File: config.mk
export PLATFORM = sky130hd
export DESIGN_NAME = led_pattern_sequencer
export DESIGN_NICKNAME = d
export VERILOG_FILES = /design/src/rtl/led_pattern_pkg.sv /design/src/rtl/toggle_edge_detect.sv /design/src/rtl/led_pattern_sequencer.sv
export SDC_FILE = /design/constraint.sdc
export NUM_CORES = 1
export LEC_CHECK = 0
export ABC_AREA = 1
export BUFFER_PORTS_ARGS = -buffer_cell sky130_fd_sc_hd__buf_2
export CORE_ASPECT_RATIO = 2
export CORE_MARGIN = 1
export CORE_UTILIZATION = 40
export DETAILED_ROUTE_END_ITERATION = 8
export PLACE_DENSITY = 0.66
export SLEW_MARGIN = 20
export SYNTH_ARGS = -nofsm -noshare
export SYNTH_HDL_FRONTEND = slang
export SYNTH_SLANG_ARGS = --single-unit
File: constraint.sdc
create_clock -name CLK_50MHZ -period 6.13 [get_ports CLK_50MHZ]
set_input_delay 0.613 -clock CLK_50MHZ [delete_from_list [all_inputs] [get_ports CLK_50MHZ]]
set_output_delay 0.613 -clock CLK_50MHZ [all_outputs]
set_load 0.01 [all_outputs]
File: src/rtl/led_pattern_pkg.sv
// Shared types and constants for the LED pattern sequencer.
// Latency: n/a (package only).
// Backpressure: n/a.
//
// Contents: mode_e state/mode encoding, SOS sequence constants, sos_bit() lookup.
package led_pattern_pkg;

    typedef enum logic [1:0] {
        ST_OFF   = 2'b00,
        ST_BLINK = 2'b01,
        ST_CHASE = 2'b10,
        ST_SOS   = 2'b11
    } mode_e;

    localparam int SOS_LEN   = 34;
    localparam int SOS_IDX_W = $clog2(SOS_LEN);

    // S, letter gap, O, letter gap, S, word gap. Step 0 is the MSB.
    localparam logic [SOS_LEN-1:0] SOS_PATTERN = 34'b1010100011101110111000101010000000;

    // LED level for SOS step 'step'; steps beyond the sequence read as dark.
    function automatic logic sos_bit(input logic [SOS_IDX_W-1:0] step);
        logic [SOS_IDX_W-1:0] pos;
        logic                 res;
        pos = SOS_IDX_W'(SOS_LEN - 1) - step;
        if (step >= SOS_IDX_W'(SOS_LEN)) begin
            res = 1'b0;
        end else begin
            res = SOS_PATTERN[pos];
        end
        return res;
    endfunction

endpackage

File: src/rtl/toggle_edge_detect.sv
// Converts every edge (rise or fall) of a same-domain level into a one-cycle pulse.
// Latency: combinational pulse in the cycle the new level is seen.
// Backpressure: none; every edge produces exactly one pulse.
//
// Ports: CLK_50MHZ clock, RESET sync active-high, din level input, pulse = din ^ previous din.
module toggle_edge_detect (
    input  logic CLK_50MHZ,
    input  logic RESET,
    input  logic din,
    output logic pulse
);

    logic blink_prev_q;

    always_ff @(posedge CLK_50MHZ) begin
        if (RESET) begin
            blink_prev_q <= 1'b0;
        end else begin
            blink_prev_q <= din;
        end
    end

    assign pulse = din ^ blink_prev_q;

endmodule

File: src/rtl/led_pattern_sequencer.sv
// Steps an LED pattern (off / blink / chase / SOS) on every blink_en toggle.
// Latency: a tick seen in cycle N is visible on LEDR/pattern_wrap in cycle N+1.
// Backpressure: none; hold=1 discards ticks (no catch-up burst on release).
//
// Ports: CLK_50MHZ clock, RESET sync active-high, blink_en divider toggle,
//        mode pattern select (sampled every cycle), hold freeze,
//        LEDR registered LED drive, pattern_wrap one-cycle end-of-pattern pulse.
module led_pattern_sequencer
    import led_pattern_pkg::*;
#(
    parameter int NUM_LEDS = 10,
    parameter int SOS_LEN  = 34
) (
    input  logic                CLK_50MHZ,
    input  logic                RESET,
    input  logic                blink_en,
    input  logic [1:0]          mode,
    input  logic                hold,
    output logic [NUM_LEDS-1:0] LEDR,
    output logic                pattern_wrap
);

    localparam int CHASE_W = $clog2(NUM_LEDS);
    localparam int SOS_W   = $clog2(SOS_LEN);
    // One index register serves both chase and SOS, so size it for the larger.
    localparam int IDX_W   = (CHASE_W > SOS_W) ? CHASE_W : SOS_W;

    localparam logic [IDX_W-1:0] CHASE_LAST = IDX_W'(NUM_LEDS - 1);
    localparam logic [IDX_W-1:0] SOS_LAST   = IDX_W'(SOS_LEN - 1);

    mode_e               state_q, state_d;
    logic [IDX_W-1:0]    idx_q, idx_d;
    logic                phase_q, phase_d;
    logic [NUM_LEDS-1:0] ledr_q, ledr_d;
    logic                wrap_q, wrap_d;

    logic                tick;
    logic                step_en;
    mode_e               mode_sel;
    logic [IDX_W-1:0]    idx_inc;

    function automatic logic [NUM_LEDS-1:0] chase_word(input logic [IDX_W-1:0] i);
        return {{(NUM_LEDS-1){1'b0}}, 1'b1} << i;
    endfunction

    function automatic logic [NUM_LEDS-1:0] sos_word(input logic [IDX_W-1:0] i);
        return {NUM_LEDS{sos_bit(SOS_IDX_W'(i))}};
    endfunction

    toggle_edge_detect u_tick (
        .CLK_50MHZ (CLK_50MHZ),
        .RESET     (RESET),
        .din       (blink_en),
        .pulse     (tick)
    );

    assign mode_sel = mode_e'(mode);
    assign step_en  = tick & ~hold;
    assign idx_inc  = idx_q + IDX_W'(1);

    always_comb begin
        state_d = state_q;
        idx_d   = idx_q;
        phase_d = phase_q;
        ledr_d  = ledr_q;
        wrap_d  = 1'b0;

        if (mode_sel != state_q) begin
            // Restart takes priority over both a coincident tick and hold.
            state_d = mode_sel;
            idx_d   = '0;
            phase_d = 1'b0;
            case (mode_sel)
                ST_CHASE: ledr_d = chase_word('0);
                ST_SOS:   ledr_d = sos_word('0);
                default:  ledr_d = '0;
            endcase
        end else begin
            case (state_q)
                ST_OFF: begin
                    idx_d   = '0;
                    phase_d = 1'b0;
                    ledr_d  = '0;
                end
                ST_BLINK: begin
                    idx_d = '0;
                    if (step_en) begin
                        phase_d = ~phase_q;
                        ledr_d  = {NUM_LEDS{~phase_q}};
                        wrap_d  = phase_q;
                    end
                end
                ST_CHASE: begin
                    if (idx_q > CHASE_LAST) begin
                        // Unreachable recovery: snap back to the first LED silently.
                        idx_d  = '0;
                        ledr_d = chase_word('0);
                    end else if (step_en) begin
                        if (idx_q == CHASE_LAST) begin
                            idx_d  = '0;
                            ledr_d = chase_word('0);
                            wrap_d = 1'b1;
                        end else begin
                            idx_d  = idx_inc;
                            ledr_d = chase_word(idx_inc);
                        end
                    end
                end
                ST_SOS: begin
                    if (idx_q > SOS_LAST) begin
                        idx_d  = '0;
                        ledr_d = sos_word('0);
                    end else if (step_en) begin
                        if (idx_q == SOS_LAST) begin
                            idx_d  = '0;
                            ledr_d = sos_word('0);
                            wrap_d = 1'b1;
                        end else begin
                            idx_d  = idx_inc;
                            ledr_d = sos_word(idx_inc);
                        end
                    end
                end
                default: begin
                    state_d = ST_OFF;
                    idx_d   = '0;
                    ledr_d  = '0;
                end
            endcase
        end
    end

    always_ff @(posedge CLK_50MHZ) begin
        if (RESET) begin
            state_q <= ST_OFF;
            idx_q   <= '0;
            phase_q <= 1'b0;
            ledr_q  <= '0;
            wrap_q  <= 1'b0;
        end else begin
            state_q <= state_d;
            idx_q   <= idx_d;
            phase_q <= phase_d;
            ledr_q  <= ledr_d;
            wrap_q  <= wrap_d;
        end
    end

    assign LEDR         = ledr_q;
    assign pattern_wrap = wrap_q;

endmodule

==> results_dict.tcl, run 1 <==
set metrics [dict create \
    synthTopCellsByArea "dfxtp_1 28%, nand2_1 19%, inv_1 8.5%" \
    clockRootBuffer "clkbuf_8" \
    portBuffers 16 \
    ff2ff_path_depth 10 \
    post_route_cells_drive_above_1_share_pct 13.79 \
    post_cts_buffers 0 \
    fin_tns_setup_ns 0 \
    dieArea_um2 4014 \
    min_path_cells 2 \
    gp_routability_congestion 0.8586 \
    pre_cts_ws_ns 3.438 \
    drt-initial-drc-count 34 \
    die_y_um 88.61 \
    htree_levels 1 \
    setup_viol 0 \
    initial_core_util_pct 41.59 \
    critPathMaxStageDelay_ns 0.54 \
    path_cells "inv_1 -> ha_1 -> nand2_1 -> a21oi_1 -> o21ai_1 -> a21oi_4 -> o21ai_1 -> inv_1 -> a21oi_2 -> a21oi_1" \
    start_kind "flip-flop" \
    fin_crit_ns 2.680 \
    skew_ns 0.002842 \
    synth_nets 257 \
    rsz0062_at_grt "false" \
    cts_tree "yes" \
    cts.sinks 21 \
    setup_slack_ns 3.450 \
    ant_nets 0 \
    clk_latency_ns 0.26 \
    cp.required_ns 6.27 \
    antenna_found_initial 0 \
    num_vias 1512 \
    ir_worst_vdd_uv 192.5 \
    cts_buffers 3 \
    pin_count 17 \
    nNetsFinal 274 \
    drc_errors 0 \
    ctsResizeCount 0 \
    hold_buffers 0 \
    track_usage_pct 20.98 \
    viasPerCell 4.877 \
    worst_pin_slew_ns 0.6526 \
    maxCapViolations 0 \
    critPathMaxFanout 11 \
    syn_area_per_cell_um2 6.123 \
    grt_pass1_vias 1477 \
    clockBufferDepth 2 \
    worstPathArrival_ns 2.82 \
    netlist_area_um2 1500 \
    netlist.area_leader.share_pct 28.02 \
    p_total_uw 282.9 \
    hold_violations 0 \
    power_leakage_nw 0.8649 \
    first_pass_iters 4 \
    critPathKind "reg -> reg" \
    hold-path-endpoint "idx_q[5]$_SDFFE_PP0P_" \
    end_kind "flip-flop" \
    overflow 0 \
    status "finished clean" \
    r2r_start "idx_q[0]$_SDFFE_PP0P_" \
    fmax_mhz 373.2 \
    report.final.slew_viol_count 0 \
    hold_path.startpoint "idx_q[5]$_SDFFE_PP0P_" \
    ys_warn_count 0 \
    diodes 0 \
    period_share_pct 43.71 \
    maxSlewHeadroom_pct 56.40 \
    yosysTopAreaCell "dfxtp_1" \
    synth-seq-area-share_pct 28.02 \
    core_area_um2 3607 \
    clk_transition_reported_paths_ns 0.07 \
    r2r_slack_ns 3.45 \
    row_count 31 \
    finalWirelength_um 3666 \
    wl_per_cell_um 11.83 \
    dp_hpwl_um 3024 \
    cpMaxStageDelayCell "dfxtp_1" \
    synth_seq_cells 21 \
    synth_cell_types 28 \
    fillCellCount 403 \
    area_delta_synth_final_pct 10.76 \
    holdCritPathClass "reg -> reg" \
    fp.dieW_um 45.31 \
    p_per_area_nw_per_um2 170.3 \
    crit-reg2reg-capture "LEDR[1]$_SDFFE_PP0P_" \
    grt_max_degree 12 \
    synthCells 245 \
    grt_pass1_wl_um 6279 \
]
==> kinds of logic after synthesis <==
group,after synthesis,synth area share [%]
AOI/OAI and AO/OA,47,17.43
DFF,21,28.02
buffers and inverters,42,11.17
and+or+nand+nor,126,36.61
adders and majority gates,6,5.004
xor gates and xnor gates,3,1.752
==> final cells by class <==
class,instances,area [um2],share of cell area [%]
Clock buffer,4,45.04,2.711
Inverter,38,142.6,8.584
Multi-Input combinational cell,182,912.1,54.89
Sequential cell,21,420.4,25.30
Tap cell,49,61.31,3.690
Timing Repair Buffer,16,80.08,4.819
==> metal layers <==
layer | global-route usage [%] | up-vias | routed length [um] | share of wire [%]
met5 | 0 | - | 0 | 0
met4 | 12.12 | 0 | 142 | 3.9
met3 | 1.633 | 10 | 77 | 2.1
met1 | 20.60 | 666 | 1351 | 37
li1 | - | 808 | - | -
met2 | 40.05 | 28 | 2095 | 57
==> registers in the layout, summed over array words and instances, names as in the netlist <==
signal               flops
LEDR                    10
state_q                  2
pattern_wrap             1
u_tick.blink_prev_q      1
idx_q                    6
phase_q                  1
==> cell usage after synthesis <==
cell / n
nand3_1: 12
nor2_2: 1
a21oi_4: 1
inv_1: 34
nor3_1: 4
nand2_2: 5
nand3_2: 1
nand2_1: 75
a21oi_1: 23
o21ai_0: 15
nand2_4: 1
nand4_2: 1
xor2_1: 1
a21oi_2: 2
buf_4: 2
a221oi_1: 1
o21ai_1: 4
nor2_1: 21
a32oi_1: 1
nor3b_1: 2
nand4_1: 2
dfxtp_1: 21
ha_1: 6
nor3_2: 1
xnor2_1: 2
inv_2: 4
buf_2: 1
clkbuf_2: 1
==> worst max-delay path, delay by kind of cell (launching register included) <==
family	cells	cell delay [ns]
adders and majority gates	1	0.24
AOI/OAI and AO/OA	6	1.42
buffers and inverters	2	0.30
and+or+nand+nor	1	0.06
DFF	1	0.54
==> per-stage QoR <==
| step | hold WS (ns) | instances | util [%] | area, um2 |
|---|---|---|---|---|
| floorplan | 0.4825 | 245 | - | 1500 |
| global placement | 0.5151 | 306 | 44.81 | 1617 |
| detailed placement | 0.5206 | 306 | 44.81 | 1617 |
| CTS | 0.5333 | 310 | 46.06 | 1662 |
| global route | 0.5629 | 310 | 46.06 | 1662 |
| finish | 0.5303 | 310 | 46.06 | 1662 |
==> power by group <==
group | switching (mW) | total (mW) | internal [mW] | leakage [nW]
clock network | 0.0425 | 0.0887 | 0.0462 | 0.0228
logic | 0.0301 | 0.0469 | 0.0168 | 0.670
registers | 0.00430 | 0.147 | 0.143 | 0.172
total | 0.0769 | 0.283 | 0.206 | 0.865
==> placed cells by master (no fill, tap or decap), types with 5 or more instances in the layout <==
cell	netlist	layout
o21ai_0	15	15
buf_2	1	16
inv_1	34	34
nor2_1	21	21
dfxtp_1	21	21
nand2_2	5	5
nand2_1	75	75
nand3_1	12	12
ha_1	6	6
a21oi_1	23	23
==> worst max-delay path by stage <==
stage / from / endpoint / slack, ns / depth (start not counted)
5_1_grt: idx_q[0]$_SDFFE_PP0P_ / LEDR[7]$_SDFFE_PP0P_ / 3.12 / 10
3_5_place_dp: blink_en / LEDR[1]$_SDFFE_PP0P_ / 3.44 / 8
3_3_place_gp: blink_en / LEDR[3]$_SDFFE_PP0P_ / 3.40 / 8
2_1_floorplan: idx_q[0]$_SDFFE_PP0P_ / LEDR[1]$_SDFFE_PP0P_ / 3.97 / 18
6_report: idx_q[0]$_SDFFE_PP0P_ / LEDR[1]$_SDFFE_PP0P_ / 3.45 / 10
4_1_cts: idx_q[0]$_SDFFE_PP0P_ / LEDR[1]$_SDFFE_PP0P_ / 3.43 / 10
(Power assumes the default switching activity.)
==> inputs of run 2 (changes only) <==
==> constraint.sdc (replaced) <==
create_clock -name CLK_50MHZ -period 2.5 [get_ports CLK_50MHZ]
set_input_delay 0.25 -clock CLK_50MHZ [delete_from_list [all_inputs] [get_ports CLK_50MHZ]]
set_output_delay 0.25 -clock CLK_50MHZ [all_outputs]
set_load 0.01 [all_outputs]
==> results_dict.tcl, run 2 (synthesized netlist as in run 1, its figures left out) <==
set metrics [dict create \
    fin_util_pct 47.03 \
    fillCellCount 410 \
    r2r_start "idx_q[0]$_SDFFE_PP0P_" \
    first_pass_iters 6 \
    critPathKind "reg -> reg" \
    maxSlewHeadroom_pct 68.94 \
    die_y_um 88.61 \
    fp.dieW_um 45.31 \
    path_cells "buf_4 -> ha_1 -> inv_1 -> nand2_1 -> nand2_4 -> ha_1 -> nand2_1 -> inv_1 -> nand3_1 -> nand2_1 -> nand2_1 -> nand3_1 -> nand2_1 -> nand2_2 -> nand2_4 -> nand2_1 -> nand2_1 -> a21oi_1" \
    cp-startpoint "idx_q[0]$_SDFFE_PP0P_" \
    grt_max_degree 12 \
    overflow 0 \
    clockRootBuffer "clkbuf_8" \
    p_per_area_nw_per_um2 413.1 \
    num_vias 1524 \
    crit_cells 18 \
    gp_routability_congestion 0.8313 \
    layout_common_cells "75 x nand2_1, 34 x inv_1, 23 x a21oi_1" \
    hold_violations 0 \
    cts.sinks 21 \
    dp_hpwl_um 2959 \
    end_kind "flip-flop" \
    initial_core_util_pct 41.59 \
    clockBufferDepth 2 \
    clk_latency_ns 0.26 \
    crit-reg2reg-capture "LEDR[3]$_SDFFE_PP0P_" \
    p_total_uw 700.8 \
    wl_per_cell_um 11.55 \
    skew_ns 0.005413 \
    nNetsFinal 277 \
    critical-path-top-delay-family "simple AND/OR/NAND/NOR gates" \
    fin_tns_setup_ns 0 \
    grt_pass1_vias 1445 \
    portBuffers 16 \
    grt_pass1_wl_um 6065 \
    worst_pin_slew_ns 0.4642 \
    pin_count 17 \
    core_area_um2 3607 \
    post_route_cells_drive_above_1_share_pct 16.29 \
    fin_crit_ns 2.229 \
    critPathMaxStageDelay_ns 0.38 \
    critPathMaxFanout 10 \
    status "finished clean" \
    maxCapViolations 0 \
    drc_errors 0 \
    htree_levels 1 \
    fin_area_um2 1697 \
    area_delta_synth_final_pct 13.09 \
    period_share_pct 89.16 \
    cp_common_cell "nand2_1" \
    track_usage_pct 20.49 \
    report.final.slew_viol_count 0 \
    cp.required_ns 2.64 \
    drt-initial-drc-count 33 \
    diodes 0 \
    worstPathArrival_ns 2.37 \
    ir_worst_vdd_uv 393.6 \
    antenna_found_initial 0 \
    cp-endpoint "LEDR[3]$_SDFFE_PP0P_" \
    cpMaxStageDelayCell "dfxtp_2" \
    r2r_slack_ns 0.27 \
    cts_buffers 3 \
    ff2ff_path_depth 18 \
    fmax_mhz 448.6 \
    dpl_cell_area_um2 1639 \
    holdCritPathClass "in -> reg" \
    finalWirelength_um 3614 \
    clk_transition_reported_paths_ns 0.08 \
    post_cts_buffers 0 \
    worst-path-buf-inv 3 \
    final_common_cell "nand2_1" \
    row_count 31 \
    setup_viol 0 \
    viasPerCell 4.869 \
    cts_tree "yes" \
    ant_nets 0 \
    largest_reg_flops 10 \
    power_leakage_nw 0.8818 \
    dieArea_um2 4014 \
    start_kind "flip-flop" \
    rsz0062_at_grt "false" \
]
-- run 2: power by group --
part           switching (mW)  internal, mW
combinational          0.0742        0.0445
clock                   0.109         0.114
sequential            0.00887         0.350
-- run 2: how the worst min path moves through the flow --
stage                from                        endpoint  cells after the start
floorplan           RESET         state_q[0]$_SDFFE_PP0P_                      1
global placement    RESET         state_q[0]$_SDFFE_PP0P_                      2
detailed placement  RESET         state_q[0]$_SDFFE_PP0P_                      2
CTS                 RESET         state_q[0]$_SDFFE_PP0P_                      2
global route        RESET         state_q[0]$_SDFFE_PP0P_                      2
finish              RESET  u_tick.blink_prev_q$_SDFF_PP0_                      2
-- run 2: cell type report --
type	instances	area, um2	area share (%)
multi-input cells	182	922.1	54.35
flip-flops and latches	21	422.9	24.93
repair buffers	19	102.6	6.047
clock buffers	4	45.04	2.655
well taps	49	61.31	3.614
inverters	38	142.6	8.407
-- run 2: metal layers --
layer  up-vias  share of wire [%]  track usage (%)
met1       680                 38            20.32
met5         -                  0                0
met3         9                1.4            1.837
met4         0                3.8            11.02
met2        20                 57            39.13
li1        815                  -                -
-- run 2: what timing repair did --
action                     CTS  global route
setup endpoints to repair    0            10
gates resized for setup      0             5
hold buffers                 0             0
-- run 2: worst reg2reg max path, stage by stage, from the launching register on --
cell	delay (ns)
dfxtp_2	0.38
buf_4	0.15
ha_1	0.22
inv_1	0.05
nand2_1	0.10
nand2_4	0.09
ha_1	0.32
nand2_1	0.07
inv_1	0.04
nand3_1	0.07
nand2_1	0.06
nand2_1	0.06
nand3_1	0.08
nand2_1	0.08
nand2_2	0.06
nand2_4	0.10
nand2_1	0.06
nand2_1	0.06
a21oi_1	0.06
-- run 2: metrics by stage --
step           hold WS (ns)  setup WS (ns)  instances
2_1_floorplan        0.3212         0.3380        245
3_3_place_gp         0.4798         0.1964        309
3_5_place_dp         0.4854         0.1561        309
4_1_cts              0.2016         0.1456        313
5_1_grt              0.2037        0.01478        313
6_report             0.2024         0.2710        313
